<file path="config.mk">
export PLATFORM = sky130hd
export DESIGN_NAME = ibex_fetch_redirect
export DESIGN_NICKNAME = d
export VERILOG_FILES = /design/src/rtl/ibex_fetch_redirect.sv
export SDC_FILE = /design/constraint.sdc
export NUM_CORES = 1
export LEC_CHECK = 0
export ABC_AREA = 1
export BUFFER_PORTS_ARGS = -buffer_cell sky130_fd_sc_hd__buf_2
export CORE_UTILIZATION = 40
export DETAILED_ROUTE_END_ITERATION = 10
export PLACE_DENSITY = 0.7
export SLEW_MARGIN = 40
export SYNTH_ARGS = -nofsm -noshare
export SYNTH_HDL_FRONTEND = slang
export SYNTH_SLANG_ARGS = --single-unit
</file>
<file path="constraint.sdc">
create_clock -name clk_i -period 3.1 [get_ports clk_i]
set_input_delay 0.155 -clock clk_i [delete_from_list [all_inputs] [get_ports clk_i]]
set_output_delay 0.155 -clock clk_i [all_outputs]
set_load 0.02 [all_outputs]
</file>
<file path="src/rtl/ibex_fetch_redirect.sv">
// Fetch address sequencer for ibex_core: sequential fetch requests plus
// debug halt / debug-exception / dret redirects with saved debug PC.
module ibex_fetch_redirect #(
  parameter logic [31:0] BootAddr        = 32'h0000_0080,
  parameter logic [31:0] DmHaltAddr      = 32'd10,
  parameter logic [31:0] DmExceptionAddr = 32'd12
) (
  input  logic        clk_i,
  input  logic        rst_i,
  input  logic        fetch_en_i,
  output logic        req_o,
  output logic [31:0] addr_o,
  input  logic        gnt_i,
  input  logic        debug_req_i,
  input  logic        exc_i,
  input  logic        dret_i,
  output logic [31:0] dpc_o,
  output logic        debug_mode_o,
  output logic        redirect_o
);

  localparam int unsigned AddrW = 32;

  typedef enum logic [1:0] {
    IDLE  = 2'd0,
    RUN   = 2'd1,
    DEBUG = 2'd2
  } state_e;

  // Encoding doubles as priority: larger value wins.
  typedef enum logic [1:0] {
    EV_NONE = 2'd0,
    EV_HALT = 2'd1,
    EV_DRET = 2'd2,
    EV_EXC  = 2'd3
  } event_e;

  state_e             state_q, state_d;
  event_e             pend_q, pend_d;
  event_e             new_ev, eff_ev;
  logic               req_q, req_d;
  logic [AddrW-1:0]   addr_q, addr_d;
  logic [AddrW-1:0]   dpc_q, dpc_d;
  logic               redirect_q, redirect_d;
  logic               stall, handshake;

  always_ff @(posedge clk_i) begin
    if (rst_i) begin
      state_q    <= IDLE;
      pend_q     <= EV_NONE;
      req_q      <= 1'b0;
      addr_q     <= BootAddr;
      dpc_q      <= '0;
      redirect_q <= 1'b0;
    end else begin
      state_q    <= state_d;
      pend_q     <= pend_d;
      req_q      <= req_d;
      addr_q     <= addr_d;
      dpc_q      <= dpc_d;
      redirect_q <= redirect_d;
    end
  end

  always_comb begin
    state_d    = state_q;
    pend_d     = pend_q;
    req_d      = req_q;
    addr_d     = addr_q;
    dpc_d      = dpc_q;
    redirect_d = 1'b0;
    new_ev     = EV_NONE;

    stall     = req_q & ~gnt_i;
    handshake = req_q & gnt_i;

    // Qualify incoming events against the current state.
    case (state_q)
      RUN: begin
        if (debug_req_i) new_ev = EV_HALT;
      end
      DEBUG: begin
        if (exc_i)       new_ev = EV_EXC;
        else if (dret_i) new_ev = EV_DRET;
      end
      default: new_ev = EV_NONE;
    endcase

    eff_ev = (new_ev > pend_q) ? new_ev : pend_q;

    if (stall) begin
      pend_d = eff_ev;
    end else begin
      pend_d = EV_NONE;
      if (handshake) addr_d = addr_q + AddrW'(4);
      case (eff_ev)
        EV_HALT: begin
          dpc_d      = addr_d;
          addr_d     = DmHaltAddr;
          state_d    = DEBUG;
          redirect_d = 1'b1;
        end
        EV_EXC: begin
          addr_d     = DmExceptionAddr;
          redirect_d = 1'b1;
        end
        EV_DRET: begin
          addr_d     = dpc_q;
          state_d    = RUN;
          redirect_d = 1'b1;
        end
        default: ;
      endcase
      if (state_q == IDLE && fetch_en_i) state_d = RUN;
      req_d = (state_d != IDLE) & fetch_en_i;
    end
  end

  assign req_o        = req_q;
  assign addr_o       = addr_q;
  assign dpc_o        = dpc_q;
  assign debug_mode_o = (state_q == DEBUG);
  assign redirect_o   = redirect_q;

endmodule

</file>
Word-level counts from Yosys, hierarchy flattened
Index checks and enable logic that the tools add are counted.

storage, ports and cells
  register bits after elaboration = 70
  input port bits = 7
  output and inout bits = 67
  logic and storage cells = 36

operators by class
  add/sub/neg operators = 1
  $lt $le $gt $ge = 1
  equal/unequal tests = 5
  mux-type cells = 11
  bitwise operators = 5
  reductions and logical operators = 7

operators with widths
  cell                                           number
  one-hot mux 32 bit (3 select lines)            1
  adder 32 x 3 -> 32 bit, second input constant  1
  2-to-1 mux 32 bit                              1
  2-to-1 mux 2 bit                               5
  one-hot mux 2 bit (2 select lines)             2
  == test 2 bit, second input constant           3
  == test 2 x 1 -> 1 bit, second input constant  2
  OR reduction 2 bit                             2
  AND 1 bit                                      3
  OR reduction 3 bit                             1
  greater-than comparator 2 bit                  1
  zero test 2 bit                                1
  2-to-1 mux 1 bit                               2
  inverter 1 bit                                 2
  AND reduction 2 bit                            1
  nonzero test 2 bit                             1
  logical AND 1 bit                              1

Longest topological paths before layout
Gate-level depths: netlist (run 1).

  depth after elaboration = 11
  mapped depth = 19
  gate-level depth less buffers = 18

Least setup slack after synthesis (run 1)
OpenSTA, ideal clock, no wires.

  path type = register to register
  start = register state_q[0]
  end = register dpc_q[12], in the netlist dpc_o[12]
  arrival time = 2.577 ns
  setup slack = 0.407 ns
  stages on the path, launching flop included = 18
  buffers on the path = 1
  period minus slack after synthesis = 2.693 ns
  path through = dfxtp_1 inv_1 ha_1 nand2_1 inv_1 o21ai_0 ha_1 nor2_1 o221ai_1 nand2_1 inv_1 ha_1 inv_1 nor2_1 clkbuf_1 nand3_1 o211ai_1 inv_1

between the ends
  word-level cells in the longest chain between the ends = 6

ends and longest elaborated chain
  item                                      RTL line  source
  start: declaration                        38        state_e state_q, state_d;
  start signal: assignment                  56        state_q <= state_d;
  == test 2 bit (*)                         -
  via debug_mode_o                          18        output logic debug_mode_o,
  one-hot mux 2 bit (2 select lines) (*)    78        case (state_q)
  greater-than comparator 2 bit             89        eff_ev = (new_ev > pend_q) ? new_ev : pend_q;
  2-to-1 mux 2 bit (*)                      89
  via eff_ev[0]                             40        event_e new_ev, eff_ev;
  == test 2 x 1 -> 1 bit (*)                96        case (eff_ev)
  AND reduction 2 bit (no source line) (*)  -
  end signal: assignment                    60        dpc_q <= dpc_d;
  end: declaration                          43        logic [AddrW-1:0] dpc_q, dpc_d;

Mark *: on every way through the listed nets, which the timed path passes. The rest lies on a longest branch.
A chain may end at the register's enable or synchronous reset.

Worst setup path in the final report (run 1)
  start = register state_q[0]
  end = register dpc_q[10], in the netlist dpc_o[10]

between the ends
  word-level cells in the longest chain between the ends = 6

ends and longest elaborated chain
  item                                                     RTL line
  == test 2 bit or == test 2 x 1 -> 1 bit (tied branches)  78
  one-hot mux 2 bit (2 select lines) (*)                   78
  greater-than comparator 2 bit                            89
  2-to-1 mux 2 bit (*)                                     89
  via eff_ev[0]                                            40
  == test 2 x 1 -> 1 bit (*)                               96
  AND reduction 2 bit (no source line) (*)                 -

Marked as above.

==> parameters.txt, run 1 <==
Parameter                              Value

Outcome
  Status ... finished clean

Routing
  First DRT Iteration DRCs ... 236
  Detailed-router iteration count before antenna repair ... 7
  Routed via count ... 3947
  Routed WL ... 11000 um
  Average routed wire per standard cell ... 14.3 um
  Count of nets left with antenna violations after detail routing ... 0
  Post-detailed-route DRC marker count ... 0
  Number of vias per cell ... 5.12

Power
  Peak supply drop ... 0.191 mV
  Power density over the cells ... 450 nW/um^2
  Leakage Power ... 0.00222 uW

STA
  Finish-stage setup viols ... 0
  Clock Skew ... 0.00855 ns
  Hold Violations, Final ... 0
  Count of final max-slew check failures ... 0
  Rel. slew slack ... 0.646
  Tmin final ... 2.85 ns
  Slew @ Worst Pin ... 0.531 ns
  Final worst-path cycle share ... 0.918
  Fmax ... 351 MHz
  Total negative setup slack ... 0 ns
  Worst setup slack after layout ... 0.253 ns

Synthesis
  Number of instances in the synthesized netlist ... 560
  Seq/Total Area, Yosys ... 0.367
  Post-Syn Nets ... 578
  Netlist area before placement ... 3820 sq um
  Count of flip-flops with a built-in enable after synthesis ... 0
  Most common flop cell mapped by yosys ... dfxtp_1
  Synth warn ... 0
  Average footprint of a synthesized cell ... 6.81 sq um
  Number of unique standard cell types used by synthesis ... 36
  Post-synthesis register bit count ... 70
  Post-synthesis async set-or-reset flop share ... 0

Worst setup path
  Crit path buffers/inverters ... 7
  Maximum fanout count along the critical path ... 14
  Worst Reg-to-Reg Cells ... 18
  Critical-path cell with the highest stage delay ... dfxtp_1
  Path type of the worst setup path ... reg2reg
  CP endpoint kind ... flop
  Flop2flop setup slack ... 0.25 ns
  Source of the worst register-to-register timing path ... state_q[0]
  Critical Path Source Type ... flop
  Timing startpoint of the critical path ... state_q[0]
  Cell breakdown of the critical path ... inv_1 -> ha_1 -> nand2_1 -> inv_1 -> o21ai_0 -> ha_1 -> nor2_2 -> o22ai_1 -> nand2_1 -> nand2_2 -> inv_1 -> ha_1 -> inv_1 -> nor2_4 -> clkinvlp_4 -> buf_12 -> o21ai_0 -> inv_1
  Top Family by Delay on Critical Path ... adder cells
  Stages on worst setup path ... 18
  Cell with the most instances on the worst path ... inv_1
  Destination of the critical timing path ... dpc_o[10]
  Reg2reg end ... dpc_o[10]
  Required time of the worst setup path ... 3.35 ns
  Largest stage delay, worst path ... 0.36 ns
  Arrival time reported for the critical path endpoint ... 3.09 ns

Floorplan
  FP Rows ... 35
  Number of placed I/O pins ... 74
  Core box area ... 9240 sq um
  Vertical die dimension ... 99.7 um
  Starting utilization of the core area ... 0.413
  Overall die area ... 9940 sq um
  Die Span X ... 99.7 um

Finish
  Leading cell types in the layout, fill and taps excluded ... nand2_1 (128), nor2_1 (74), buf_2 (73), inv_1 (70), dfxtp_1 (70)
  Number of antenna diodes ... 0
  Final core area utilization ... 0.498
  Area of all placed cells without fillers ... 4600 sq um
  Fill cell instance count of the final layout ... 936
  Layout Nets ... 655
  Layout cells sized above 1 ... 0.188
  Post-synthesis to final-layout area growth ... 20.6%
  Leading cell type in the layout, fill and taps excluded ... nand2_1

Job
  Max-cap viol count ... 0

Global route
  Number of global-route vias before repair ... 3782
  Pin count of the biggest net entering global routing ... 27
  Wire length of the first global-routing pass ... 18100 um
  All-Layer GR Usage ... 0.231
  Overflow left after global routing ... 0
  Antenna violations before repair ... 0

Clocking
  Num CTS Buffers ... 9
  Hold bufs inserted after CTS ... 0
  CTS tree ... yes
  Number of clock sinks seen by CTS ... 70
  CTS Root Buffer Type ... clkbuf_8
  Clk_lat worst skew ... 0.35 ns
  Number of levels in the clock H-tree ... 3
  Clock-pin slew of the registers on the worst-case setup and hold paths ... 0.07 ns
  Buffers from clock root to sink, at most ... 2

Place
  Port buffer count ... 73
  Post-Place Cell Area ... 4360 sq um
  Pre-CTS WS ... 0.222 ns
  Post-detailed-placement half-perimeter wirelength ... 8180 um
  Routability congestion estimate ... 0.882

Worst hold path
  Type of the most critical hold path ... in2reg
==> registers in the layout, indices dropped and copies added (netlist names) <==
register / flops
req_o: 1
pend_q: 2
state_q: 2
addr_o: 32
redirect_o: 1
dpc_o: 32
==> worst min path at each step <==
stage / from / end / slack (ns) / depth (start not counted)
finish: fetch_en_i / req_o / 0.04 / 3
global route: fetch_en_i / req_o / 0.06 / 3
global placement: fetch_en_i / req_o / 0.41 / 3
detailed placement: fetch_en_i / req_o / 0.41 / 3
CTS: fetch_en_i / req_o / 0.04 / 3
floorplan: fetch_en_i / req_o / 0.29 / 2
==> cells in the mapped netlist (2+ instances only) <==
library cell,count,area share
nor3_2,3,0.0079
o22ai_1,4,0.0066
buf_2,9,0.012
o21ai_0,38,0.050
nor2_2,4,0.0066
o31ai_1,2,0.0039
a22oi_1,4,0.0079
nand2_1,129,0.13
ha_1,11,0.036
xor2_1,13,0.030
inv_1,71,0.070
o21ai_1,3,0.0039
nor2_4,4,0.012
nor2_1,76,0.075
clkbuf_1,11,0.011
o211ai_1,4,0.0079
xnor2_1,2,0.0046
a21oi_1,23,0.030
nand3b_1,3,0.0059
nand3_1,30,0.039
nor3_1,3,0.0039
nand2_2,2,0.0033
dfxtp_1,70,0.37
a32oi_1,13,0.030
nand4_1,17,0.028
==> cells by family after synthesis <==
kind of cell,Yosys count,synth area share
and+or+nand+nor,273,0.314
AOI/OAI and AO/OA,96,0.150
buffers and inverters,94,0.0954
DFF,70,0.367
xor gates and xnor gates,15,0.0344
adders and majority gates,11,0.0361
muxes,1,0.00262
==> per-stage QoR <==
| stage | hold slack (ns) | std cells | total power (uW) |
|---|---|---|---|
| final | 0.0436 | 771 | 2070 |
| after detailed placement | 0.408 | 754 | 1320 |
| after CTS | 0.0430 | 770 | 2070 |
| after floorplan | 0.286 | 560 | 1210 |
| after global routing | 0.0643 | 771 | 2160 |
| after global placement | 0.407 | 754 | 1310 |
==> where the power goes <==
part           internal [uW]  switching [uW]  leakage, uW  total, uW
sequential               945            45.9     0.000566        991
combinational            106             209      0.00155        315
clock                    415             348    0.0000996        763
==> tightest hold or removal path: stages <==
cell and delay, ns:
buf_2 0.10, nand3_1 0.07, nand2_1 0.05
==> area by class of cell <==
type,count,area (sq um),share of cell area
Clock inverter,3,42.5,0.00924
Tap cell,129,161,0.0351
Multi-Input combinational cell,396,2070,0.450
Inverter,73,278,0.0604
Sequential cell,70,1400,0.305
Clock buffer,13,159,0.0345
Timing Repair Buffer,87,490,0.107
==> layer usage <==
metal / GRT usage / part of all wire / vias up / routed length, um
met5: 0 / 0 / - / 0
met2: 0.393 / 0.48 / 124 / 5290
met4: 0.0735 / 0.013 / 0 / 148
met3: 0.0422 / 0.059 / 15 / 646
li1: - / - / 1989 / -
met1: 0.297 / 0.45 / 1819 / 4960
==> what timing repair did <==
action / 4_1_cts / 5_1_grt
resized for setup: 0 / 6
buffers inserted: 0 / 1
setup endpoints to repair: 0 / 16
Power figures use the tool's default switching activity.
==> run 2: changes to the inputs <==
--- a/config.mk
+++ b/config.mk
@@ -9,5 +9,5 @@
 export BUFFER_PORTS_ARGS = -buffer_cell sky130_fd_sc_hd__buf_2
-export CORE_UTILIZATION = 40
+export CORE_UTILIZATION = 45
 export DETAILED_ROUTE_END_ITERATION = 10
-export PLACE_DENSITY = 0.7
+export PLACE_DENSITY = 0.76
 export SLEW_MARGIN = 40
==> constraint.sdc (replaced) <==
create_clock -name clk_i -period 3.1 [get_ports clk_i]
set_input_delay 0.93 -clock clk_i [delete_from_list [all_inputs] [get_ports clk_i]]
set_output_delay 0.93 -clock clk_i [all_outputs]
set_load 0.02 [all_outputs]
==> parameters.txt, run 2 (synthesized netlist as in run 1, its figures left out) <==
Parameter                              Value

Outcome
  Status ... finished clean

Clocking
  Buffers from clock root to sink, at most ... 2
  Clock-pin slew of the registers on the worst-case setup and hold paths ... 0.08 ns
  Clk_lat worst skew ... 0.36 ns
  Number of levels in the clock H-tree ... 3
  Num CTS Buffers ... 9
  Number of clock sinks seen by CTS ... 70
  CTS tree ... yes
  Hold bufs inserted after CTS ... 0
  CTS Root Buffer Type ... clkbuf_8

Finish
  Leading cell type in the layout, fill and taps excluded ... nand2_1
  Layout cells sized above 1 ... 0.188
  Fill cell instance count of the final layout ... 786
  Area of all placed cells without fillers ... 4630 sq um
  Leading cell types in the layout, fill and taps excluded ... nand2_1 (129), nor2_1 (75), buf_2 (73), inv_1 (71), dfxtp_1 (69)
  Final core area utilization ... 0.563
  Number of antenna diodes ... 0
  Layout Nets ... 657
  Post-synthesis to final-layout area growth ... 21.2%

Power
  Switching share of power ... 0.274
  Part of the total power dissipated in combinational logic ... 0.141
  Power, Total ... 2250 uW
  Clk pwr share ... 0.418
  Leakage Power ... 0.00225 uW
  Power density over the cells ... 486 nW/um^2
  Cell internal pwr ... 1630 uW
  Peak supply drop ... 0.234 mV
  Switching power summed over all nets ... 616 uW
  Fraction of power consumed by sequential logic ... 0.442

Worst setup path
  Arrival time reported for the critical path endpoint ... 3.07 ns
  Reg2reg end ... dpc_o[19]
  Critical-path cell with the highest stage delay ... dfxtp_1
  Required time of the worst setup path ... 3.34 ns
  Cell with the most instances on the worst path ... inv_1
  Timing startpoint of the critical path ... state_q[1]
  Cell breakdown of the critical path ... inv_1 -> ha_1 -> nand2_1 -> inv_1 -> o21ai_0 -> ha_1 -> nor2_1 -> o221ai_1 -> nand2_1 -> inv_1 -> ha_1 -> inv_1 -> nor2_4 -> buf_4 -> buf_12 -> o21ai_0 -> a21oi_1
  CP endpoint kind ... flop
  Largest stage delay, worst path ... 0.34 ns
  Worst Reg-to-Reg Cells ... 17
  Path type of the worst setup path ... reg2reg
  Maximum fanout count along the critical path ... 26
  Source of the worst register-to-register timing path ... state_q[1]
  Critical Path Source Type ... flop
  Flop2flop setup slack ... 0.27 ns

Floorplan
  Overall die area ... 8850 sq um
  Core box area ... 8220 sq um
  Number of placed I/O pins ... 74
  FP Rows ... 33
  Starting utilization of the core area ... 0.464
  Vertical die dimension ... 94.1 um
  Die Span X ... 94.1 um

Worst hold path
  Type of the most critical hold path ... reg2reg
  HP Start ... dpc_o[0]
  Endpoint of the worst hold path ... addr_o[0]
  Cell depth of the worst min-delay path ... 2

STA
  Final worst-path cycle share ... 0.914
  Rel. slew slack ... 0.654
  Tmin final ... 2.83 ns
  Count of final max-slew check failures ... 0
  Fmax ... 353 MHz
  Setup repair after global routing missed its margin ... false
  Total negative setup slack ... 0 ns
  Finish-stage setup viols ... 0
  Hold Violations, Final ... 0
  Worst hold slack after final layout ... 0.508 ns
  Slew @ Worst Pin ... 0.518 ns
  Clock Skew ... 0.00850 ns

Place
  Routability congestion estimate ... 0.923
  Port buffer count ... 73
  Post-detailed-placement half-perimeter wirelength ... 8130 um
  Post-Place Cell Area ... 4370 sq um

Routing
  First DRT Iteration DRCs ... 238
  Count of nets left with antenna violations after detail routing ... 0
  Average routed wire per standard cell ... 14.9 um
  Detailed-router iteration count before antenna repair ... 5
  Post-detailed-route DRC marker count ... 0
  Routed via count ... 4039
  Routed WL ... 11200 um
  Number of vias per cell ... 5.39

Global route
  All-Layer GR Usage ... 0.264
  Overflow left after global routing ... 0
  Pin count of the biggest net entering global routing ... 27
  Antenna violations before repair ... 0
  Number of global-route vias before repair ... 3758
  Wire length of the first global-routing pass ... 18100 um

Job
  Max-cap viol count ... 0
==> run 2: layout make-up <==
class	count	area, sq um	share of cell area
inverter	73	274	0.0592
sequential	70	1400	0.303
tap	105	131	0.0284
clock inverter	3	90.1	0.0195
multi-input combinational	396	2060	0.445
clock buffer	13	159	0.0344
timing repair buffer	89	510	0.110
==> run 2: how the worst max path moves through the flow <==
stage | to | slack, ns | cells past startpoint
finish | dpc_o[19] | 0.27 | 17
global route | dpc_o[29] | 0.02 | 17
CTS | dpc_o[11] | 0.19 | 18
detailed placement | dpc_o[9] | -0.02 | 15
global placement | dpc_o[10] | 0.08 | 15
floorplan | dpc_o[12] | 0.20 | 14
==> run 2: timing repair <==
action / in CTS / in global routing
gates resized for setup: 0 / 1
setup buffers: 0 / 1
setup endpoints to repair: 0 / 5
==> run 2: power groups by stage <==
stage	sequential [uW]	combinational (uW)	clock (uW)
floorplan	1050	153	0
global placement	1010	305	0
detailed placement	1010	315	0
CTS	991	316	951
global route	999	350	987
finish	993	316	940
==> run 2: routing by layer <==
layer,global-route usage,share of wire,vias up
li1,-,-,1993
met1,0.330,0.43,1868
met2,0.449,0.49,162
met3,0.0380,0.068,16
met4,0.115,0.019,0
met5,0,0,-
==> run 2: worst max-delay path, delay by kind of cell (launching register included) <==
family | cells | cell delay [ns]
DFF | 1 | 0.34
buffers and inverters | 6 | 0.62
AOI/OAI and AO/OA | 4 | 0.49
and+or+nand+nor | 4 | 0.39
adders and majority gates | 3 | 0.86
==> run 2: stage by stage <==
| step | setup slack, ns | instances |
|---|---|---|
| 6_report | 0.268 | 749 |
| 5_1_grt | 0.0186 | 749 |
| 4_1_cts | 0.188 | 748 |
| 3_5_place_dp | -0.0229 | 732 |
| 3_3_place_gp | 0.0834 | 732 |
| 2_1_floorplan | 0.203 | 560 |
